===== src/rtl/fetch_pkg.sv =====
// Shared fetch-stage definitions: default widths, PC type and reset vector.
package fetch_pkg;
    localparam int unsigned DEF_PC_W  = 16;
    localparam int unsigned DEF_TGT_W = 8;

    typedef logic [DEF_PC_W-1:0] pc_t;

    localparam pc_t PC_RESET = '0;
endpackage


===== src/rtl/pc_reg.sv =====
// Program-counter register: async active-low reset, sync active-high clear.
module pc_reg
    import fetch_pkg::*;
#(
    parameter int unsigned W = DEF_PC_W
) (
    input  logic         clk,
    input  logic         rst_n,
    input  logic         clr,
    input  logic [W-1:0] d,
    output logic [W-1:0] q
);
    always_ff @(posedge clk or negedge rst_n) begin
        if (!rst_n) begin
            q <= W'(PC_RESET);
        end else if (clr) begin
            q <= W'(PC_RESET);
        end else begin
            q <= d;
        end
    end
endmodule


===== src/rtl/instr_fetch_unit.sv =====
// Fetch-stage PC datapath: increment, page-relative branch/jump, control reset.
// Optional macro INSTR_FETCH_XMASK_EN masks X/Z on accdata_in to "not taken".
module instr_fetch_unit
    import fetch_pkg::*;
#(
    parameter int unsigned PC_W  = DEF_PC_W,
    parameter int unsigned TGT_W = DEF_TGT_W
) (
    input  logic             CLK,
    input  logic             reset_n,
    input  logic [TGT_W-1:0] dst_in,
    input  logic             reset_ctrl,
    input  logic             br_ctrl,
    input  logic             jmp_ctrl,
    input  logic             accdata_in,
    output logic [PC_W-1:0]  instr_addr
);
    logic [PC_W-1:0] pc_inc;
    logic [PC_W-1:0] pc_br;
    logic [PC_W-1:0] pc_next;
    logic            acc_ok;
    logic            br_sel;

    always_comb begin
`ifdef INSTR_FETCH_XMASK_EN
        acc_ok = (accdata_in === 1'b1);
`else
        acc_ok = accdata_in;
`endif
    end

    // Target page comes from PC+1, so a branch at xxFF lands on the next page.
    assign pc_inc  = instr_addr + PC_W'(1);
    assign pc_br   = {pc_inc[PC_W-1:TGT_W], dst_in};
    assign br_sel  = (br_ctrl & acc_ok) | jmp_ctrl;
    assign pc_next = br_sel ? pc_br : pc_inc;

    // reset_ctrl has top priority and is applied inside the register.
    pc_reg #(
        .W(PC_W)
    ) u_pc_reg (
        .clk  (CLK),
        .rst_n(reset_n),
        .clr  (reset_ctrl),
        .d    (pc_next),
        .q    (instr_addr)
    );
endmodule


===== config.mk =====
export PLATFORM = sky130hd
export DESIGN_NAME = instr_fetch_unit
export DESIGN_NICKNAME = d
export VERILOG_FILES = /design/src/rtl/fetch_pkg.sv /design/src/rtl/pc_reg.sv /design/src/rtl/instr_fetch_unit.sv
export SDC_FILE = /design/constraint.sdc
export NUM_CORES = 1
export LEC_CHECK = 0
export CAP_MARGIN = 40
export CORE_MARGIN = 5
export CORE_UTILIZATION = 44
export DETAILED_ROUTE_END_ITERATION = 12
export GPL_TIMING_DRIVEN = 0
export PLACE_DENSITY = 0.77
export SLEW_MARGIN = 20
export SYNTH_ARGS = -nofsm -noshare
export SYNTH_HDL_FRONTEND = slang
export SYNTH_SLANG_ARGS = --single-unit

===== constraint.sdc =====
create_clock -name CLK -period 1.9 [get_ports CLK]
set_input_delay 0.57 -clock CLK [delete_from_list [all_inputs] [get_ports CLK]]
set_output_delay 0.57 -clock CLK [all_outputs]
set_load 0.02 [all_outputs]

# Yosys cells after proc, flatten, opt, wreduce, memory -nomap -nowiden
# Index checks and enable logic that the tools add are counted.
[word_totals]
ff_bits = 16
input_bits = 14
out_inout_bits = 16
wordCells = 6
[op_classes]
n_addsub = 1
mux = 2
n_bitwise = 2
[op_table]
columns = ["operator", "count"]
rows = [
  ["16-bit by 1-bit adder with 16-bit output, second input constant", 1],
  ["16-bit 2-to-1 mux", 1],
  ["8-bit 2-to-1 mux", 1],
  ["1-bit AND", 1],
  ["1-bit OR", 1],
]

# Longest topological paths before layout
[depth]
word_depth = 4
ltp_mapped = 5

# By module
# From an unflattened synthesis, not the netlist that was laid out.
[unflattened]
cells_unflattened = 90
hier_area_um2 = 920.9
[modules_own_cells]
columns = ["module", "instances", "cells_each", "area_per_inst_um2"]
rows = [
  ["pc_reg", 1, 33, 544.3],
  ["instr_fetch_unit", 1, 57, 376.6],
]

# Worst setup path before layout
# Ideal clock, no wire load.
[synth_path]
path_kind = "register to register"
startpoint = "reg u_pc_reg.q[0]"
endpoint = "reg u_pc_reg.q[6]"
setup_time_ns = 0.094
t_arrival_ns = 1.404
required_ns = 1.806
path_slack_ns = 0.402
path_stages_with_launch = 6
n_path_buf = 0
period_less_slack_ns = 1.498
cell_sequence = "dfrtp_1 > ha_1 > and3_2 > nand3_1 > xor2_1 > a211oi_1"
[synth_between]
elab_chain_len = 3
[synth_rtl]
columns = ["item", "line", "text"]
rows = [
  ["start: declaration", "pc_reg.sv:11", "output logic [W-1:0] q"],
  ["start signal: assignment", "pc_reg.sv:15", "q <= W'(PC_RESET);"],
  ["start signal: assignment", "pc_reg.sv:17", "q <= W'(PC_RESET);"],
  ["16-bit by 1-bit adder with 16-bit output", "instr_fetch_unit.sv:33", "assign pc_inc = instr_addr + PC_W'(1);"],
  ["8-bit 2-to-1 mux", "instr_fetch_unit.sv:36", "assign pc_next = br_sel ? pc_br : pc_inc;"],
  ["16-bit 2-to-1 mux", "pc_reg.sv:16", "end else if (clr) begin"],
]
# No other way between the ends.

# Worst setup path after layout
[layout_path]
startpoint = "reg u_pc_reg.q[7]"
endpoint = "out instr_addr[7]"
[layout_rtl]
columns = ["item", "line", "text"]
rows = [
  ["end: declaration", "instr_fetch_unit.sv:16", "output logic [PC_W-1:0] instr_addr"],
]
# No word-level cell between the ends.

==> results.yml <==
floorplan:
  rows: 16
  die_height_um: 55.2
  die-area_um2: 3050
  start_util: 0.458
  dieWidth_um: 55.2
  core_um2: 1960
  ios: 30
worst_setup_path:
  r2r_start: "u_pc_reg.q[0]"
  critPathLaunchType: "register"
  cp.buffers_inverters: 1
  r2r-end: "u_pc_reg.q[14]"
  crit_type: "reg2out"
  path_max_fanout: 6
  end_kind: "output pin"
  path_cells: "dlygate4sd2_1"
  critPathSlowestCell: "dfrtp_1"
  r2r_setup_slack_ns: 0.39
  cpLargestDelayFamily: "flip-flops"
  crit_start: "u_pc_reg.q[7]"
  path_depth: 1
  cp_slowest_stage_delay_ns: 0.51
  r2r_cells: 5
  critPathArrivalTime_ns: 1.17
  cp.required_ns: 1.33
  crit_end: "instr_addr[7]"
synthesis:
  synth-simple-area-share: 0.279
  synth_cell_types: 25
  ys_seq_area_frac: 0.446
  synth-xor-area-share: 0.127
  yosysTopAreaCell: "dfrtp_1"
  async_flop_share: 1.00
  synthAdderAreaFrac: 0.0139
  synth_most_common_cell: "nor2_1"
  synth_top_family_by_area: "simple AND/OR/NAND/NOR gates"
  syn_nets: 101
  yosys_most_used_dff: "dfrtp_1"
  synth.area.mux_share: 0.0390
  syn_inst: 86
  synth_top_area_frac: 0.446
  synthTopCellsByArea: "dfrtp_1 (45%), xnor2_1 (11%), nor2_1 (7.1%)"
  syn-cell-area_um2: 898
  synth_edf_count: 0
  ys_ff_latch: 16
  synthTopCellsByCount: "nor2_1 (17), dfrtp_1 (16), xnor2_1 (11)"
  synth_warnings: 0
  synth_compound_area_frac: 0.0655
  synth_area_per_cell_um2: 10.4
sta:
  rsz0062_at_grt: "no"
  fin_crit_ns: 1.74
  fin_skew_ns: 0.00326
  finalCritPeriodShare: 0.918
  setup_violations: 0
  worstMarginPinSlew_ns: 0.724
  slew_viol_final: 0
  slew-limit-headroom: 0.516
  timing_hold_violations_final: 0
  max_freq_mhz: 573
finish:
  antenna_cells: 0
  nNetsFinal: 134
  largest_reg_flops: 16
  multi_input_area_um2: 470
  drive_above_1_share: 0.153
  fin_cells: 145
  seq_area_um2: 400
  area_delta_synth_final_pct: 38.0
  top_register: "u_pc_reg.q"
  reg.largest.list: "u_pc_reg.q x16"
  nFillCells: 185
route:
  met3_length_um: 129
  drc: 0
  dr.pass1.iters: 2
  met1_length_um: 836
  dr_wl_met2_um: 961
  highest_layer: "met4"
  ant_nets: 0
  wl_mm: 1.97
  vias_per_cell: 4.97
  num_vias: 721
  routedWlPerCell_um: 13.6
  drt_iter0_markers: 1
cts:
  clkTransAtPathRegs_ns: 0.09
  ctsHtreeMaxLevel: 1
  clock_path_buffers: 2
  cts_sinks: 16
  clkLatencyLatePin_ns: 0.29
  ctsHoldBuffers: 0
  cts_tree: "done"
  cts_buffers: 3
  root_buffer: "clkbuf_4"
global_route:
  first_global_vias: 746
  grt_start_max_net_pins: 17
  antenna_found_initial: 0
  globalRouteTotalUtil: 0.155
  overflow: 0
  grt_pass1_wl_mm: 3.30
placed_design:
  placed_cells: 141
  dp.final_hpwl_mm: 1.50
  port_buffers: 28
  gp_congestion: 0.730
pwr:
  power_per_cell_area_nw_per_um2: 582
  total_power_uw: 721
  worst_ir_drop_vdd_v: 0.000431
  power.leakage_nw: 0.593
job:
  maxCapViolations: 0
status:
  status: "finished, final reports clean"
worst_hold_path:
  hold_class: "reg2reg"
-- cell families (layout without fill, tap and decap cells) --
| family | count (synthesis) | count (layout) |
|---|---|---|
| multiplexers | 3 | 3 |
| flip-flops | 16 | 16 |
| AO/OA/AOI/OAI | 7 | 7 |
| adder cells (fa/ha/maj) | 1 | 1 |
| AND/OR/NAND/NOR | 39 | 39 |
| XOR/XNOR | 13 | 13 |
| buffers and inverters | 7 | 39 |
-- what timing repair did --
action / CTS / global route
buffers inserted: 0 / 0
endpoints found under the setup margin: 13 / 3
gates resized for setup: 13 / 3
-- worst min-delay path by stage --
| stage | startpoint | end | cells after the start |
|---|---|---|---|
| 2_1_floorplan | reset_n | u_pc_reg.q[0] | 0 |
| 3_3_place_gp | u_pc_reg.q[14] | u_pc_reg.q[14] | 2 |
| 3_5_place_dp | u_pc_reg.q[13] | u_pc_reg.q[13] | 2 |
| 4_1_cts | u_pc_reg.q[13] | u_pc_reg.q[13] | 2 |
| 5_1_grt | u_pc_reg.q[13] | u_pc_reg.q[13] | 2 |
| 6_report | u_pc_reg.q[13] | u_pc_reg.q[13] | 2 |
-- power by group --
part / internal (mW) / switching, mW / leakage [nW] / total, mW
Clock: 0.117 / 0.115 / 0.0210 / 0.232
Combinational: 0.0553 / 0.0589 / 0.357 / 0.114
Sequential: 0.353 / 0.0225 / 0.215 / 0.376
-- placed cells by master, fill, tap and decap left out, drive strengths merged --
master	synthesis	layout
nand3	7	7
a21oi	1	1
and3	1	1
xnor2	11	11
nor3	4	4
ha	1	1
inv	4	4
mux2i	2	2
buf	1	1
nor2	19	19
nand4	2	2
clkdlybuf4s50	0	12
clkbuf	2	6
dlygate4sd2	0	13
dfrtp	16	16
nand2	2	2
a211oi	6	6
dlymetal6s2s	0	3
nor4	3	3
xor2	2	2
mux2	1	1
nor2b	1	1
-- metrics by stage --
| step | TNS [ns] | cell area [um^2] | setup slack (ns) | hold WS (ns) | util |
|---|---|---|---|---|---|
| floorplan | 0 | 898 | 0.402 | 0.274 | - |
| global placement | 0 | 1210 | 0.0335 | 0.558 | 0.618 |
| detailed placement | -0.0572 | 1210 | -0.0169 | 0.564 | 0.618 |
| CTS | 0 | 1230 | 0.00292 | 0.590 | 0.628 |
| global route | 0 | 1240 | 0.124 | 0.602 | 0.632 |
| finish | 0 | 1240 | 0.155 | 0.578 | 0.632 |
-- layer usage --
layer,global-route usage,up-vias
li1,-,357
met1,0.186,343
met2,0.260,17
met3,0.0295,4
met4,0.0850,0
met5,0,-
-- final cells by class --
cell class                 count  area share
timing repair buffer          28       0.219
sequential                    16       0.323
tap                           27      0.0272
clock buffer                   4      0.0293
inverter                       4      0.0121
multi-input combinational     63       0.379
buffer                         3      0.0101
(Power assumes the default switching activity.)
